[src/rtl/ps2_key_encoder_pkg.sv]
// Shared definitions for the PS/2 key encoder: transmit FSM states, event bit
// positions and the per-index {extended, scan code} table.
package ps2_key_encoder_pkg;

  typedef enum logic [1:0] {
    ST_IDLE = 2'd0,
    ST_EMIT = 2'd1,
    ST_WAIT = 2'd2
  } tx_state_e;

  localparam int EVT_W       = 11;
  localparam int EVT_TOGGLE  = 10;
  localparam int EVT_PRESSED = 9;
  localparam int EVT_EXT     = 8;
  localparam int FIFO_W      = 10;

  function automatic logic [8:0] key_code(input logic [3:0] idx);
    case (idx)
      4'd0:    key_code = 9'h06B;
      4'd1:    key_code = 9'h074;
      4'd2:    key_code = 9'h029;
      4'd3:    key_code = 9'h005;
      4'd4:    key_code = 9'h006;
      4'd5:    key_code = 9'h016;
      4'd6:    key_code = 9'h01E;
      4'd7:    key_code = 9'h02E;
      4'd8:    key_code = 9'h036;
      4'd9:    key_code = 9'h023;
      4'd10:   key_code = 9'h034;
      4'd11:   key_code = 9'h01C;
      4'd12:   key_code = 9'h014;
      default: key_code = 9'h000;
    endcase
  endfunction

endpackage

[src/rtl/key_evt_fifo.sv]
// Small show-ahead event FIFO; pointers carry one extra bit so full and empty
// are distinguishable when the index bits match.
module key_evt_fifo #(
  parameter int WIDTH = 10,
  parameter int DEPTH = 8
) (
  input  logic             clk_sys,
  input  logic             reset_n,
  input  logic             push_i,
  input  logic [WIDTH-1:0] wdata_i,
  input  logic             pop_i,
  output logic [WIDTH-1:0] rdata_o,
  output logic             full_o,
  output logic             empty_o
);
  localparam int AW = $clog2(DEPTH);

  logic [AW:0]      wr_ptr_q, wr_ptr_d;
  logic [AW:0]      rd_ptr_q, rd_ptr_d;
  logic [WIDTH-1:0] mem_q [DEPTH];
  logic             do_push, do_pop;

  assign empty_o = (wr_ptr_q == rd_ptr_q);
  assign full_o  = (wr_ptr_q[AW] != rd_ptr_q[AW]) &&
                   (wr_ptr_q[AW-1:0] == rd_ptr_q[AW-1:0]);
  // Full is judged on the pre-edge pointers, so a pop never makes room for
  // a push in the same cycle.
  assign do_push = push_i && !full_o;
  assign do_pop  = pop_i && !empty_o;
  assign rdata_o = mem_q[rd_ptr_q[AW-1:0]];

  always_comb begin
    wr_ptr_d = wr_ptr_q;
    rd_ptr_d = rd_ptr_q;
    if (do_push) wr_ptr_d = wr_ptr_q + 1'b1;
    if (do_pop)  rd_ptr_d = rd_ptr_q + 1'b1;
  end

  always_ff @(posedge clk_sys or negedge reset_n) begin
    if (!reset_n) begin
      wr_ptr_q <= '0;
      rd_ptr_q <= '0;
    end else begin
      wr_ptr_q <= wr_ptr_d;
      rd_ptr_q <= rd_ptr_d;
    end
  end

  always_ff @(posedge clk_sys) begin
    if (do_push) mem_q[wr_ptr_q[AW-1:0]] <= wdata_i;
  end

endmodule

[src/rtl/ps2_key_encoder.sv]
// Turns virtual key levels into PS/2-style toggle events: a priority scan
// queues level changes, and a paced FSM publishes them GAP cycles apart.
module ps2_key_encoder
  import ps2_key_encoder_pkg::*;
#(
  parameter int NKEYS = 13,
  parameter int GAP   = 48,
  parameter int DEPTH = 8
) (
  input  logic             clk_sys,
  input  logic             reset_n,
  input  logic [NKEYS-1:0] keys_in,
  output logic [EVT_W-1:0] ps2_key,
  output logic             busy,
  output logic             pending
);
  logic [NKEYS-1:0]  reported_q, reported_d;
  logic [NKEYS-1:0]  diff;
  logic [3:0]        sel_idx;
  logic              sel_valid;
  logic              fifo_push, fifo_pop, fifo_full, fifo_empty;
  logic [FIFO_W-1:0] fifo_wdata, fifo_rdata;
  tx_state_e         state_q, state_d;
  logic [7:0]        cnt_q, cnt_d;
  logic [EVT_W-1:0]  ps2_key_q, ps2_key_d;

  // Scanning downwards leaves the lowest differing index selected.
  always_comb begin
    diff      = keys_in ^ reported_q;
    sel_valid = 1'b0;
    sel_idx   = '0;
    for (int i = NKEYS - 1; i >= 0; i--) begin
      if (diff[i]) begin
        sel_valid = 1'b1;
        sel_idx   = 4'(i);
      end
    end
  end

  always_comb begin
    fifo_wdata              = '0;
    fifo_wdata[EVT_PRESSED] = keys_in[sel_idx];
    fifo_wdata[EVT_EXT:0]   = key_code(sel_idx);
    fifo_push               = sel_valid && !fifo_full;
    reported_d              = reported_q;
    if (fifo_push) reported_d[sel_idx] = keys_in[sel_idx];
  end

  key_evt_fifo #(
    .WIDTH (FIFO_W),
    .DEPTH (DEPTH)
  ) u_fifo (
    .clk_sys (clk_sys),
    .reset_n (reset_n),
    .push_i  (fifo_push),
    .wdata_i (fifo_wdata),
    .pop_i   (fifo_pop),
    .rdata_o (fifo_rdata),
    .full_o  (fifo_full),
    .empty_o (fifo_empty)
  );

  // WAIT lasts GAP-2 cycles (at least one), so with IDLE and EMIT the
  // update-to-update distance is GAP for any GAP >= 3.
  always_comb begin
    state_d   = state_q;
    cnt_d     = cnt_q;
    ps2_key_d = ps2_key_q;
    fifo_pop  = 1'b0;
    case (state_q)
      ST_IDLE: if (!fifo_empty) state_d = ST_EMIT;
      ST_EMIT: begin
        ps2_key_d[EVT_TOGGLE]    = ~ps2_key_q[EVT_TOGGLE];
        ps2_key_d[EVT_PRESSED:0] = fifo_rdata;
        fifo_pop                 = 1'b1;
        cnt_d                    = 8'(GAP - 2);
        state_d                  = ST_WAIT;
      end
      ST_WAIT: begin
        if (cnt_q <= 8'd1) begin
          cnt_d   = '0;
          state_d = ST_IDLE;
        end else begin
          cnt_d = cnt_q - 8'd1;
        end
      end
      default: state_d = ST_IDLE;
    endcase
  end

  always_ff @(posedge clk_sys or negedge reset_n) begin
    if (!reset_n) begin
      state_q    <= ST_IDLE;
      cnt_q      <= '0;
      ps2_key_q  <= '0;
      reported_q <= '0;
    end else begin
      state_q    <= state_d;
      cnt_q      <= cnt_d;
      ps2_key_q  <= ps2_key_d;
      reported_q <= reported_d;
    end
  end

  assign ps2_key = ps2_key_q;
  assign busy    = !fifo_empty || (state_q != ST_IDLE);
  assign pending = |diff;

endmodule

[config.mk]
export PLATFORM = sky130hd
export DESIGN_NAME = ps2_key_encoder
export DESIGN_NICKNAME = d
export VERILOG_FILES = /design/src/rtl/ps2_key_encoder_pkg.sv /design/src/rtl/key_evt_fifo.sv /design/src/rtl/ps2_key_encoder.sv
export SDC_FILE = /design/constraint.sdc
export NUM_CORES = 1
export LEC_CHECK = 0
export ABC_AREA = 1
export CAP_MARGIN = 5
export CORE_UTILIZATION = 30
export DETAILED_ROUTE_END_ITERATION = 6
export REMOVE_ABC_BUFFERS = 1
export SETUP_SLACK_MARGIN = 0.05
export SYNTH_ARGS = -nofsm -noshare
export SYNTH_HDL_FRONTEND = slang
export SYNTH_HIERARCHICAL = 1
export SYNTH_SLANG_ARGS = --single-unit
export TNS_END_PERCENT = 50
[constraint.sdc]
create_clock -name clk_sys -period 2.8 [get_ports clk_sys]
set_clock_uncertainty 0.05 [all_clocks]
set_input_delay 0.56 -clock clk_sys [delete_from_list [all_inputs] [get_ports clk_sys]]
set_output_delay 0.56 -clock clk_sys [all_outputs]
set_load 0.02 [all_outputs]
==> flow_metrics.py, run 1 <==
metrics = {
    "synthesis": {
        "synthAdderAreaFrac_pct": 2.652,
        "synthXorXnorAreaFrac_pct": 2.836,
        "synthSimpleGateAreaFrac_pct": 23.15,
        "synth_compound_area_share_pct": 8.629,
        "synthMuxAreaShare_pct": 0,
        "synth_edf_count": 80,
        "yosysTopAreaCellShare_pct": 39.17,
        "ys_seq_area_share_pct": 56.30,
        "synth.area.top_cells": "edfxtp_1 39%, dfrtp_1 17%, nand2_1 9.7%, nor2_1 5.0%, o21ai_0 4.3%",
        "yosysMostFrequentCell": "nand2_1",
        "syn-cell-area_um2": 6133,
        "synth_top_area_cell": "edfxtp_1",
        "ys_warn_count": 6,
        "synth_top_family_by_area": "simple AND/OR/NAND/NOR gates",
        "async_flop_share_pct": 34.43,
        "synth-main-ff-cell": "edfxtp_1",
        "avgSynthCellArea_um2": 9.407,
        "synth_cell_types": 45,
        "synthCells": 652,
        "synth_common_cells": "158 x nand2_1, 81 x nor2_1, 80 x edfxtp_1, 53 x inv_1, 53 x o21ai_0",
        "ys_seq_elements": 122,
    },
    "critical_path": {
        "r2r_setup_slack_ps": 490,
        "crit_type": "input pin to primary output",
        "crit_slowest_cell": "clkdlybuf4s50_1",
        "crit_family": "buffers and inverters",
        "cp_common_cell": "nand2_1",
        "worstPathCellList": "clkdlybuf4s50_1 > xnor2_1 > nand2_1 > nor2_2 > nand2_4 > inv_1 > nand2_1 > clkbuf_2",
        "cpPeakStageDelay_ps": 450,
        "end_kind": "primary output",
        "required_ps": 2190,
        "cp.arrival_ps": 1910,
        "critical_path.max_fanout": 3,
        "crit_buf_inv": 3,
        "startpoint_type": "input pin",
    },
    "floorplan": {
        "start_util_pct": 31.01,
        "rows": 51,
        "core_um2": 19780,
        "dieArea_um2": 21020,
        "fp.dieH_um": 145.0,
        "die_x_um": 145.0,
        "pin_count": 28,
    },
    "finish": {
        "seqCellArea_um2": 3457,
        "areaGrowthSynthToFinish_pct": 28.32,
        "nNetsFinal": 790,
        "design_area_um2": 7870,
        "fillCellCount": 1956,
        "multi_input_area_um2": 2391,
        "layout-drive-gt1-share_pct": 21.68,
        "diodes": 0,
    },
    "power_and_ir_drop": {
        "p_sw_uw": 3704,
        "p_sw_share_pct": 38.40,
        "p_int_uw": 5943,
        "p_clk_share_pct": 22.3,
        "powerDensity_nw_per_um2": 1226,
        "p_seq_share_pct": 33.1,
        "ir_worst_vdd_v": 0.0005843,
        "leakage_uw": 0.003487,
        "combPwrFrac_pct": 44.6,
    },
    "sta": {
        "finalCritPeriodShare_pct": 89.91,
        "hold_violations": 0,
        "holdWs_ps": 417.3,
        "setup_violations": 0,
        "drv_slew": 0,
        "period_needed_ps": 2517,
        "max_clock_freq_ghz": 0.3972,
        "rsz0062_at_grt": "no",
    },
    "placement": {
        "hpwlAfterDp_mm": 9.137,
        "io_buffers": 27,
        "placed_cell_area_um2": 7219,
        "gp_congestion": 0.8096,
    },
    "cts": {
        "clock_path_buffers": 2,
        "cts-htree-levels": 4,
        "cts_root_buf": "clkbuf_16",
        "cts.sinks": 122,
        "cts_buffers": 17,
        "clkTransAtPathRegs_ps": 50,
        "clk_latency_ps": 410,
        "cts_tree": "done",
    },
    "global_routing": {
        "grt_use_total_pct": 13.73,
        "grt_use_met3_pct": 3.679,
        "grt_busiest_layer": "met2",
        "grt_use_met2_pct": 21.90,
        "grt.met1_usage_pct": 18.07,
        "grt_pass1_wl_mm": 22.52,
        "overflow": 0,
        "grt_max_degree": 43,
        "antenna_found_initial": 0,
        "grt_pass1_vias": 4442,
    },
    "drt": {
        "drt_wl_total_mm": 13.43,
        "detail_route.wl_per_cell_um": 12.91,
        "drc": 0,
        "vias": 4585,
        "dr.pass1.iters": 4,
        "via_per_inst": 4.409,
        "drtIter0Drc": 270,
        "ant_nets": 0,
    },
    "run": {
        "drv_cap": 0,
    },
    "hold_path": {
        "holdCritPathClass": "flop to flop",
    },
    "status": {
        "status": "finished clean",
    },
}
-- kinds of logic (layout without fill, tap and decap cells) --
group	count (synthesis)	in the layout
and+or+nand+nor	315	315
DFF	122	122
AOI/OAI and AO/OA	95	95
buffers and inverters	87	195
xor gates and xnor gates	19	19
adders and majority gates	13	13
other	1	16
-- final timing paths --
path | from | endpoint | cells after the start
worst max register to register | reported_q[6] | u_fifo/mem_q[7][3] | 12
worst min-delay path | ps2_key[0] | ps2_key[0] | 2
worst min register to register | ps2_key[0] | ps2_key[0] | 2
min in group asynchronous | reset_n | ps2_key[4] | 2
worst max-delay path | keys_in[6] | pending | 8
max in group asynchronous | reset_n | u_fifo/wr_ptr_q[1] | 3
-- timing repair --
action                                  in CTS  in global routing
endpoints found under the setup margin       2                 29
cloned                                       0                  0
pin swaps                                    0                  1
endpoints found under the hold margin       12                  0
setup buffers                                0                  1
gates resized for setup                      1                 17
hold buffers                                 1                  0
-- through the flow --
step / total power, µW / setup slack (ps) / TNS, ps / cells / util [%]
global placement: 7413 / -194.3 / -10700 / 1006 / 36.50
floorplan: 5669 / -243.9 / -15890 / 645 / -
detailed placement: 7460 / -225.1 / -13060 / 1006 / 36.50
CTS: 9638 / 37.09 / 0 / 1039 / 39.49
finish: 9647 / 282.6 / 0 / 1040 / 39.78
global route: 10360 / 41.26 / 0 / 1040 / 39.78
-- power groups by stage --
stage,clock (µW),sequential (µW),combinational (µW)
finish,2150,3190,4300
global route,2280,3270,4810
CTS,2190,3190,4260
detailed placement,0,3210,4250
global placement,0,3210,4200
floorplan,0,3290,2380
-- flip-flops by register name, summed over array words and instances, names as in the netlist --
register,cells
cnt_q,8
reported_q,13
u_fifo/mem_q,80
state_q,2
u_fifo/wr_ptr_q,4
ps2_key,11
u_fifo/rd_ptr_q,4
-- cell type report --
type | instances | area share, %
inverter | 65 | 3.243
clock inverter | 14 | 1.971
multi-input combinational | 458 | 30.38
tap | 265 | 4.213
clock buffer | 18 | 5.453
timing repair buffer | 98 | 10.81
sequential | 122 | 43.93
-- tightest hold or removal path, stage by stage (launching register included) --
cell	delay [ps]
dfrtp_1	340
nand2_1	50
nand2_1	40
-- cells in the final DEF, fill, tap and decap left out, types with 4 or more instances in the layout --
cell               n
xnor2_2            5
buf_12             4
conb_1            16
nand2_1          158
o21ai_1            8
dfrtp_1           39
xnor2_1            6
clkdlybuf4s50_1   23
clkinv_2           7
clkinv_4           4
o22ai_1           20
edfxtp_1          80
ha_1              13
nand3_1           24
o21ai_0           50
nand2_2           28
nor2_1            81
inv_1             53
a21oi_1            9
xor2_1             8
clkbuf_16         17
nand2_4            4
nand3_2            4
buf_4             66
inv_2              7
-- layer usage --
layer  share of wire (%)  up-vias
met4                0.49        0
met3                 4.2        6
met2                  46       93
met1                  49     2142
met5                   0        -
li1                    -     2344
No activity file was read; power rests on OpenSTA's default activity.
==> run 2, diff against run 1 <==
--- a/config.mk
+++ b/config.mk
@@ -8,9 +8,11 @@
 export ABC_AREA = 1
 export CAP_MARGIN = 5
 export CORE_UTILIZATION = 30
+export CTS_BUF_LIST = sky130_fd_sc_hd__clkbuf_8
 export DETAILED_ROUTE_END_ITERATION = 6
 export REMOVE_ABC_BUFFERS = 1
 export SETUP_SLACK_MARGIN = 0.05
+export SKIP_LAST_GASP = 1
 export SYNTH_ARGS = -nofsm -noshare
 export SYNTH_HDL_FRONTEND = slang
 export SYNTH_HIERARCHICAL = 1
==> flow_metrics.py, run 2 (synthesis results as in run 1) <==
metrics = {
    "drt": {
        "via_per_inst": 4.405,
        "detail_route.wl_per_cell_um": 12.68,
        "ant_nets": 0,
        "vias": 4581,
        "drc": 0,
        "drtIter0Drc": 246,
        "drt_wl_total_mm": 13.19,
        "dr.pass1.iters": 4,
    },
    "power_and_ir_drop": {
        "powerDensity_nw_per_um2": 1174,
        "leakage_uw": 0.003369,
        "p_clk_share_pct": 17.4,
        "p_int_uw": 5390,
        "p_sw_share_pct": 39.89,
        "p_sw_uw": 3576,
        "p_total_uw": 8965,
        "combPwrFrac_pct": 47.3,
        "ir_worst_vdd_v": 0.0005386,
        "p_seq_share_pct": 35.3,
    },
    "critical_path": {
        "required_ps": 2190,
        "worstPathCellList": "inv_2 > nand2_1 > nand2_1 > nor2_1 > nand2_2 > inv_1 > nand2_1 > clkdlybuf4s50_1",
        "crit_type": "flop to primary output",
        "crit_slowest_cell": "clkdlybuf4s50_1",
        "end_kind": "primary output",
        "cp_common_cell": "nand2_1",
        "cpPeakStageDelay_ps": 600,
        "startpoint_type": "flop",
        "cp.arrival_ps": 2080,
        "critical_path.max_fanout": 7,
    },
    "cts": {
        "clock_path_buffers": 2,
        "cts_root_buf": "clkbuf_8",
        "cts.sinks": 122,
        "clk_latency_ps": 440,
        "cts_buffers": 17,
        "cts-htree-levels": 4,
        "cts_tree": "done",
        "clkTransAtPathRegs_ps": 70,
    },
    "sta": {
        "drv_slew": 0,
        "hold_violations": 0,
        "max_clock_freq_ghz": 0.3713,
        "setup_ws_ps": 106.6,
        "slew_headroom_pct": 56.41,
        "setup_violations": 0,
        "tightest_slew_ps": 653.9,
        "period_needed_ps": 2693,
        "fin_setup_tns_ps": 0,
        "rsz0062_at_grt": "yes",
        "finalCritPeriodShare_pct": 96.19,
    },
    "finish": {
        "layout-drive-gt1-share_pct": 21.03,
        "largest_register_ffs": 80,
        "areaGrowthSynthToFinish_pct": 24.52,
        "final_common_cell": "nand2_1",
        "design_area_um2": 7637,
        "final_util_pct": 38.61,
        "nNetsFinal": 790,
        "final_cell_mix": "158 x nand2_1, 81 x nor2_1, 80 x edfxtp_1",
        "diodes": 0,
    },
    "hold_path": {
        "holdCritPathClass": "flop to flop",
    },
    "placement": {
        "placed_cell_area_um2": 7219,
        "gp_congestion": 0.8096,
        "io_buffers": 27,
        "hpwlAfterDp_mm": 9.137,
        "preCtsSetupSlack_ps": -225.1,
    },
    "floorplan": {
        "start_util_pct": 31.01,
        "core_um2": 19780,
        "rows": 51,
        "dieArea_um2": 21020,
        "fp.dieH_um": 145.0,
        "die_x_um": 145.0,
        "pin_count": 28,
    },
    "run": {
        "drv_cap": 0,
    },
    "global_routing": {
        "grt_pass1_vias": 4419,
        "grt_max_degree": 43,
        "overflow": 0,
        "grt_pass1_wl_mm": 22.40,
        "grt_use_total_pct": 13.63,
        "antenna_found_initial": 0,
    },
    "status": {
        "status": "finished clean",
    },
}
[run 2: cell types whose count changed in the layout (fill, tap and decap cells not counted), moves of 2 or more]
cell and change:
clkbuf_16 -17, o21ai_1 -3, clkdlybuf4s50_1 +2, xnor2_2 -4, o21ai_0 +3, clkbuf_8 +17
dlymetal6s2s_1 -2, xnor2_1 +4
[run 2: worst max-delay path: cells and delay by family (launching register included)]
kind / cells / cell delay [ps]
flops: 1 / 440
simple gates: 5 / 390
buf+inv: 3 / 810
[run 2: what timing repair did]
action | in CTS | in global routing
hold buffers | 1 | 0
gates resized for setup | 1 | 5
hold endpoints to repair | 12 | 0
setup endpoints to repair | 2 | 19
buffers inserted | 0 | 1
[run 2: area by class of cell]
class,count,area [µm²]
fillers,1984,12140
flip-flops and latches,122,3458
multi-input cells,458,2350
repair buffers,98,849.6
well taps,265,331.6
inverters,65,255.2
clock buffers,17,234.0
clock inverters,15,158.9
[run 2: power by group through the flow]
stage	logic, µW	registers [µW]	clock network (µW)
6_report	4240	3170	1560
5_1_grt	4780	3250	1680
2_1_floorplan	2380	3290	0
4_1_cts	4260	3180	1580
3_3_place_gp	4200	3210	0
3_5_place_dp	4250	3210	0
[run 2: final timing paths]
| path | slack [ps] | end | depth (start not counted) | start |
|---|---|---|---|---|
| hold reg to reg | 420 | ps2_key[0] | 2 | ps2_key[0] |
| setup / recovery | 110 | busy | 8 | u_fifo/rd_ptr_q[2] |
| hold / removal | 420 | ps2_key[0] | 2 | ps2_key[0] |
| setup reg to reg | 410 | u_fifo/mem_q[6][0] | 18 | reported_q[10] |
| max in group asynchronous | 1450 | u_fifo/wr_ptr_q[0] | 3 | reset_n |
| min in group asynchronous | 500 | ps2_key[4] | 2 | reset_n |
[run 2: metal layers]
| metal | track usage [%] | part of all wire [%] | vias up |
|---|---|---|---|
| li1 | - | - | 2340 |
| met1 | 18.17 | 49 | 2132 |
| met2 | 21.44 | 45 | 94 |
| met3 | 3.208 | 4.3 | 15 |
| met4 | 5.000 | 1.2 | 0 |
| met5 | 0 | 0 | - |
[run 2: through the flow]
stage / hold WS (ps) / cells
2_1_floorplan: 214.4 / 645
3_3_place_gp: 405.1 / 1006
3_5_place_dp: 410.2 / 1006
4_1_cts: 427.5 / 1039
5_1_grt: 459.4 / 1040
6_report: 421.4 / 1040
==> run 3, diff against run 2 <==
--- a/config.mk
+++ b/config.mk
@@ -7,6 +7,7 @@
 export LEC_CHECK = 0
 export ABC_AREA = 1
 export CAP_MARGIN = 5
+export CORE_MARGIN = 1
 export CORE_UTILIZATION = 30
 export CTS_BUF_LIST = sky130_fd_sc_hd__clkbuf_8
 export DETAILED_ROUTE_END_ITERATION = 6
==> results of run 3 <==
The final DEF is identical to that of run 2; final timing and power are the same.
